<file path="src/rtl/logic_pkg.sv">
// Shared constants for the pipelined logic unit.
// Holds the gate-function encodings and the unit gate delay.
`timescale 1ns/1ps
package logic_pkg;

  localparam logic [2:0] OP_AND  = 3'd0;
  localparam logic [2:0] OP_OR   = 3'd1;
  localparam logic [2:0] OP_XOR  = 3'd2;
  localparam logic [2:0] OP_NAND = 3'd3;
  localparam logic [2:0] OP_NOR  = 3'd4;
  localparam logic [2:0] OP_XNOR = 3'd5;
  localparam logic [2:0] OP_PASS = 3'd6;
  localparam logic [2:0] OP_NOT  = 3'd7;

  localparam int UNIT_DELAY = 1;

endpackage

</file>
<file path="src/rtl/logic_pipe_stage.sv">
// One elastic register stage: holds {valid, data}.
// Ports: up_valid/up_data in, down_adv from successor,
// valid/data out, adv = stage loads this cycle.
`timescale 1ns/1ps
module logic_pipe_stage #(
  parameter int WIDTH = 8
) (
  input  logic             clk,
  input  logic             rst,
  input  logic             up_valid,
  input  logic [WIDTH-1:0] up_data,
  input  logic             down_adv,
  output logic             valid,
  output logic [WIDTH-1:0] data,
  output logic             adv
);

  // An empty stage can always load, so bubbles collapse.
  assign adv = !valid || down_adv;

  always_ff @(posedge clk or posedge rst) begin
    if (rst) begin
      valid <= 1'b0;
      data  <= '0;
    end else if (adv) begin
      valid <= up_valid;
      if (up_valid)
        data <= up_data;
    end
  end

endmodule

</file>
<file path="src/rtl/logic_pipe_unit.sv">
// Pipelined NIN-input bitwise logic unit with valid/ready flow.
// Ports: clk, rst (async high), in_valid/in_ready/op/in_data,
// out_valid/out_ready/out/out_zero, occupancy.
// Macro GATE_DELAY_EN: unit delay on the stage-0 reduction.
`timescale 1ns/1ps
module logic_pipe_unit
  import logic_pkg::*;
#(
  parameter int WIDTH  = 8,
  parameter int NIN    = 2,
  parameter int STAGES = 2
) (
  input  logic                         clk,
  input  logic                         rst,
  input  logic                         in_valid,
  output logic                         in_ready,
  input  logic [2:0]                   op,
  input  logic [NIN*WIDTH-1:0]         in_data,
  output logic                         out_valid,
  input  logic                         out_ready,
  output logic [WIDTH-1:0]             out,
  output logic                         out_zero,
  output logic [$clog2(STAGES+1)-1:0]  occupancy
);

  localparam int OW = $clog2(STAGES+1);

  logic [WIDTH-1:0] w0;
  logic [WIDTH-1:0] red_and;
  logic [WIDTH-1:0] red_or;
  logic [WIDTH-1:0] red_xor;
  logic [WIDTH-1:0] red;
  logic [WIDTH-1:0] red_d;
  logic             acc;
  logic             drn;

  assign w0 = in_data[WIDTH-1:0];

  // Full-width reductions; inverted ops negate the
  // whole reduction, not a chain of 2-input gates.
  always_comb begin
    red_and = w0;
    red_or  = w0;
    red_xor = w0;
    for (int k = 1; k < NIN; k++) begin
      red_and = red_and & in_data[k*WIDTH +: WIDTH];
      red_or  = red_or  | in_data[k*WIDTH +: WIDTH];
      red_xor = red_xor ^ in_data[k*WIDTH +: WIDTH];
    end
  end

  always_comb begin
    red = '0;
    unique case (op)
      OP_AND:  red = red_and;
      OP_OR:   red = red_or;
      OP_XOR:  red = red_xor;
      OP_NAND: red = ~red_and;
      OP_NOR:  red = ~red_or;
      OP_XNOR: red = ~red_xor;
      OP_PASS: red = w0;
      OP_NOT:  red = ~w0;
    endcase
  end

`ifdef GATE_DELAY_EN
  assign #(UNIT_DELAY) red_d = red;
`else
  assign red_d = red;
`endif

  // Per-stage nets live in each generate block so the
  // advance chain is not one self-referencing vector.
  for (genvar i = 0; i < STAGES; i++) begin : g_st
    logic             v_l;
    logic [WIDTH-1:0] d_l;
    logic             adv_l;
    logic             up_v;
    logic [WIDTH-1:0] up_d;
    logic             dn_adv;

    if (i == 0) begin : g_head
      assign up_v = in_valid;
      assign up_d = red_d;
    end else begin : g_body
      assign up_v = g_st[i-1].v_l;
      assign up_d = g_st[i-1].d_l;
    end

    if (i == STAGES-1) begin : g_tail
      assign dn_adv = out_ready;
    end else begin : g_mid
      assign dn_adv = g_st[i+1].adv_l;
    end

    logic_pipe_stage #(
      .WIDTH (WIDTH)
    ) u_stage (
      .clk      (clk),
      .rst      (rst),
      .up_valid (up_v),
      .up_data  (up_d),
      .down_adv (dn_adv),
      .valid    (v_l),
      .data     (d_l),
      .adv      (adv_l)
    );
  end

  assign in_ready  = g_st[0].adv_l;
  assign out_valid = g_st[STAGES-1].v_l;
  assign out       = g_st[STAGES-1].d_l;
  assign out_zero  = out_valid && (out == '0);

  assign acc = in_valid && in_ready;
  assign drn = out_valid && out_ready;

  // Items only enter at stage 0 and leave at the last
  // stage, so a +/- counter tracks the valid-bit count.
  always_ff @(posedge clk or posedge rst) begin
    if (rst)
      occupancy <= '0;
    else if (acc && !drn)
      occupancy <= occupancy + OW'(1);
    else if (!acc && drn)
      occupancy <= occupancy - OW'(1);
  end

endmodule

</file>
<file path="config.mk">
export PLATFORM = sky130hd
export DESIGN_NAME = logic_pipe_unit
export DESIGN_NICKNAME = d
export VERILOG_FILES = /design/src/rtl/logic_pkg.sv /design/src/rtl/logic_pipe_stage.sv /design/src/rtl/logic_pipe_unit.sv
export SDC_FILE = /design/constraint.sdc
export NUM_CORES = 1
export LEC_CHECK = 0
export CORE_MARGIN = 8
export CORE_UTILIZATION = 43
export CTS_CLUSTER_DIAMETER = 100
export DETAILED_ROUTE_END_ITERATION = 10
export PLACE_DENSITY_LB_ADDON = 0.25
export SYNTH_ARGS = -nofsm -noshare
export SYNTH_HDL_FRONTEND = slang
export SYNTH_SLANG_ARGS = --single-unit
</file>
<file path="constraint.sdc">
create_clock -name clk -period 1.4 [get_ports clk]
set_input_delay 0.21 -clock clk [delete_from_list [all_inputs] [get_ports clk]]
set_output_delay 0.21 -clock clk [all_outputs]
set_load 0.05 [all_outputs]
</file>
==> summary.log <==
INFO  run_status     outcome=finished with violations
INFO  run_status     violated_checks=setup timing
INFO  sta            achievable-frequency=0.5675GHz
INFO  sta            period_needed=1762ps
INFO  sta            worst_clock_skew=1.247ps
INFO  setup_path     flop_to_flop_setup_slack=70ps
INFO  floorplanning  floorplan.initialDensity=0.4434
INFO  setup_path     worst_r2r_endpoint=occupancy[1]$_DFFE_PP0P_
INFO  floorplanning  dieWidth=76.98um
INFO  logic_synthesis yosys-top-cells-area=sky130_fd_sc_hd__dfrtp_1 (31%), sky130_fd_sc_hd__ha_1 (13%), sky130_fd_sc_hd__mux2_2 (5.6%)
INFO  logic_synthesis yosys_most_used_dff=sky130_fd_sc_hd__dfrtp_1
INFO  setup_path     critPathArrivalTime=1550ps
INFO  logic_synthesis synth-edff-count=0
INFO  clock_tree     sink_count_of_the_clock_tree=20
INFO  flow_run       drv.max_cap_violation_count=0
INFO  sta            report.final.slew_viol_count=0
INFO  logic_synthesis synth_largest_area_cell=sky130_fd_sc_hd__dfrtp_1
INFO  sta            timing.final.setup_violations=1
INFO  setup_path     cp.required=1190ps
INFO  detailed_routing detail_route.iter0.violations=45
INFO  detailed_routing antenna_violating_nets_post_route=0
INFO  logic_synthesis ys_ff_latch=20
INFO  sta            tightestPinTransition=336.5ps
INFO  layout         fillers=265
INFO  floorplanning  die-area=5926squm
INFO  detailed_routing total_vias_in_the_final_route=1532
INFO  detailed_routing detailedRoute.firstPassIterationCount=4
INFO  layout         final_layout_size_suffix_gt1_frac=0.3755
INFO  floorplanning  row_count=22
INFO  detailed_routing drc_errors=0
INFO  logic_synthesis synth_async_sr_flop_share=1.000
INFO  sta            timing.slew.headroom=0.7748
INFO  clock_tree     tritoncts=built
INFO  power_and_ir_drop irDropWorstVdd=0.4359mV
INFO  clock_tree     path_clk_slew=70ps
INFO  logic_synthesis synth.cell_area=1599squm
INFO  power_and_ir_drop p_switching=0.001069W
INFO  setup_path     worst_setup_path_start_kind=flip-flop
INFO  logic_synthesis yosysUniqueCellTypes=35
INFO  floorplanning  die_height=76.98um
INFO  power_and_ir_drop clock_power_share=0.149
INFO  global_routing total_overflow_reported_by_the_global_router=0
INFO  sta            finalHoldViolations=0
INFO  global_routing grt_antenna_before_repair=1
INFO  clock_tree     master_cell_of_the_clock_root_buffer=sky130_fd_sc_hd__clkbuf_8
INFO  min_path       min_path_type=input port to asynchronous set/reset pin
INFO  placement      post_dp_cell_area=2390squm
INFO  global_routing grtUsageTotal=0.1410
INFO  setup_path     cp_endpoint_kind=primary output
INFO  placement      finalWeightedCongestion=0.7919
INFO  global_routing first_global_vias=1681
INFO  power_and_ir_drop powerDensity=1095nW/um^2
INFO  floorplanning  num_io_pins=36
INFO  clock_tree     cts_made_buffers=3
INFO  clock_tree     cts-htree-levels=1
INFO  placement      detailed_placement_wirelength_estimate=3257um
INFO  power_and_ir_drop switching_share=0.3770
INFO  logic_synthesis ys_warn_count=0
INFO  layout         final_area=2590squm
INFO  power_and_ir_drop power_report.internal_total=0.001766W
INFO  setup_path     timing.rr.start=g_st[1].u_stage.valid$_DFFE_PP0P_
INFO  layout         register_area=501.7squm
INFO  sta            grt_setup_unrepaired=true
INFO  power_and_ir_drop pwr-share-seq=0.305
INFO  setup_path     timing.critical_path.fanout_max=2
INFO  global_routing grt_start_max_net_pins=25
INFO  logic_synthesis synth.avg_cell_area=8.884squm
INFO  floorplanning  core=3606squm
INFO  detailed_routing wl=4150um
INFO  clock_tree     cts.hold.buffers_added=0
INFO  setup_path     worst_r2r_path_depth=7
INFO  layout         finalNetCount=286
INFO  logic_synthesis synth-seq-area-share=0.3130
INFO  logic_synthesis postSynthNetCount=220
INFO  layout         flow.area_growth_from_synthesis=61.97%
INFO  power_and_ir_drop power.combinational.fraction=0.546
INFO  placement      buffer_ports.inserted=35
INFO  logic_synthesis synth_cells=180
INFO  clock_tree     worst_skew_pair_latency=250ps
INFO  placement      preCtsSetupSlack=-465.6ps
INFO  setup_path     type_of_the_worst_setup_path=flip-flop to primary output
INFO  detailed_routing avgRoutedWirePerCell=14.12um
INFO  global_routing grt_first_pass_wirelength=7141um
INFO  power_and_ir_drop cellLeakagePower=1.258nW
INFO  sta            fin_crit_sh=1.259
INFO  detailed_routing avgViaCountPerCell=5.211
INFO  sta            final_worst_slack=-362.3ps
INFO  logic_synthesis synth_top_area_frac=0.3130
INFO  layout         multi_input_combinational_cell_area=1122squm
INFO  clock_tree     cts.path.max_buffers=2
-- per-layer routing --
metal  vias to the layer above  GRT usage  part of all wire
met5                         -          0                 0
met1                       738     0.1437              0.41
met2                        34     0.2702              0.53
met3                         8    0.01282             0.029
met4                         0    0.08302             0.024
li1                        752          -                 -
-- synthesized netlist by cell type (4+ instances only) --
| cell type | n |
|---|---|
| sky130_fd_sc_hd__or2_2 | 5 |
| sky130_fd_sc_hd__mux2_2 | 8 |
| sky130_fd_sc_hd__xnor2_1 | 6 |
| sky130_fd_sc_hd__o21ai_1 | 6 |
| sky130_fd_sc_hd__nand3b_1 | 6 |
| sky130_fd_sc_hd__nor2_1 | 13 |
| sky130_fd_sc_hd__nand2_1 | 12 |
| sky130_fd_sc_hd__buf_2 | 4 |
| sky130_fd_sc_hd__xor2_1 | 4 |
| sky130_fd_sc_hd__a31oi_1 | 6 |
| sky130_fd_sc_hd__dfrtp_1 | 20 |
| sky130_fd_sc_hd__o21ai_0 | 5 |
| sky130_fd_sc_hd__nand2b_1 | 13 |
| sky130_fd_sc_hd__ha_1 | 17 |
| sky130_fd_sc_hd__inv_1 | 22 |
-- worst max-delay path: stages (launching register included) --
cell                      delay, ps
sky130_fd_sc_hd__dfrtp_1        380
sky130_fd_sc_hd__or4_4          540
sky130_fd_sc_hd__nor4_4         200
sky130_fd_sc_hd__buf_12         180
-- worst max-delay path by stage --
stage / startpoint / to / slack [ps] / cells past startpoint
2_1_floorplan: g_st[1].u_stage.valid$_DFFE_PP0P_ / occupancy[1]$_DFFE_PP0P_ / -600 / 7
3_3_place_gp: in_data[4] / g_st[0].u_stage.data[4]$_DFFE_PP0P_ / -400 / 7
3_5_place_dp: in_data[12] / g_st[0].u_stage.data[4]$_DFFE_PP0P_ / -470 / 7
4_1_cts: g_st[1].u_stage.data[3]$_DFFE_PP0P_ / out_zero / -380 / 3
5_1_grt: g_st[1].u_stage.data[3]$_DFFE_PP0P_ / out_zero / -410 / 3
6_report: g_st[1].u_stage.data[3]$_DFFE_PP0P_ / out_zero / -360 / 3
-- cell families after synthesis --
family | Yosys count | synth area share
muxes | 10 | 0.06886
AOI/OAI and AO/OA | 36 | 0.1573
buffers and inverters | 31 | 0.08529
DFF | 20 | 0.3130
xor gates and xnor gates | 10 | 0.05477
and+or+nand+nor | 56 | 0.1878
adders and majority gates | 17 | 0.1330
-- flip-flops by register name, summed over array words and instances, names as in the netlist --
name,cells
g_st.u_stage.data,16
g_st.u_stage.valid,2
occupancy,2
-- power by group through the flow --
stage	logic (W)	registers, W	clock network (W)
after floorplan	0.000415	0.00117	0
after global placement	0.00147	0.000862	0
after detailed placement	0.00151	0.000877	0
after CTS	0.00155	0.000868	0.000439
after global routing	0.00164	0.000884	0.000454
final	0.00155	0.000865	0.000422
-- layout make-up --
class                      count  area share
antenna                        1   0.0009662
timing repair buffer          70      0.2957
inverter                      22     0.03188
multi-input combinational    129      0.4333
sequential                    20      0.1937
clock buffer                   4     0.02126
tap                           48     0.02319
-- timing repair --
item / 4_1_cts / 5_1_grt
gates resized for setup: 34 / 11
pin swaps: 16 / 7
setup endpoints to repair: 11 / 10
setup buffers: 1 / 1
-- cell usage in the layout (no fill, tap or decap), types with 2 or more instances in the layout --
master	instances
sky130_fd_sc_hd__clkdlybuf4s50_1	2
sky130_fd_sc_hd__dlygate4sd2_1	15
sky130_fd_sc_hd__o21ai_1	7
sky130_fd_sc_hd__xor2_1	4
sky130_fd_sc_hd__nand2_2	2
sky130_fd_sc_hd__a221oi_2	2
sky130_fd_sc_hd__nand2_1	10
sky130_fd_sc_hd__ha_1	10
sky130_fd_sc_hd__o2bb2ai_1	2
sky130_fd_sc_hd__nor2_1	13
sky130_fd_sc_hd__xnor2_1	6
sky130_fd_sc_hd__buf_12	15
sky130_fd_sc_hd__mux2i_1	2
sky130_fd_sc_hd__nand3b_1	6
sky130_fd_sc_hd__a211oi_1	2
sky130_fd_sc_hd__o32ai_2	3
sky130_fd_sc_hd__buf_4	32
sky130_fd_sc_hd__clkbuf_8	4
sky130_fd_sc_hd__o21ai_0	4
sky130_fd_sc_hd__a32o_1	2
sky130_fd_sc_hd__dlymetal6s2s_1	5
sky130_fd_sc_hd__and3b_1	2
sky130_fd_sc_hd__dfrtp_1	19
sky130_fd_sc_hd__a21oi_1	2
sky130_fd_sc_hd__or2_2	5
sky130_fd_sc_hd__inv_2	6
sky130_fd_sc_hd__a31oi_1	5
sky130_fd_sc_hd__inv_1	16
sky130_fd_sc_hd__nand2b_1	13
sky130_fd_sc_hd__a311oi_1	2
sky130_fd_sc_hd__mux2_2	8
sky130_fd_sc_hd__ha_4	6
-- metrics by stage --
stage / std cells / total power, W / hold WS (ps) / utilization / setup TNS, ps
after floorplan: 180 / 0.001584 / 173.8 / - / -4515
after global placement: 287 / 0.002328 / 469.2 / 0.6627 / -3544
after detailed placement: 287 / 0.002383 / 476.6 / 0.6627 / -4459
after CTS: 292 / 0.002856 / 282.2 / 0.7065 / -379.7
after global routing: 294 / 0.002975 / 310.0 / 0.7183 / -436.8
final: 294 / 0.002835 / 275.3 / 0.7183 / -362.3
No activity file was read; power rests on OpenSTA's default activity.
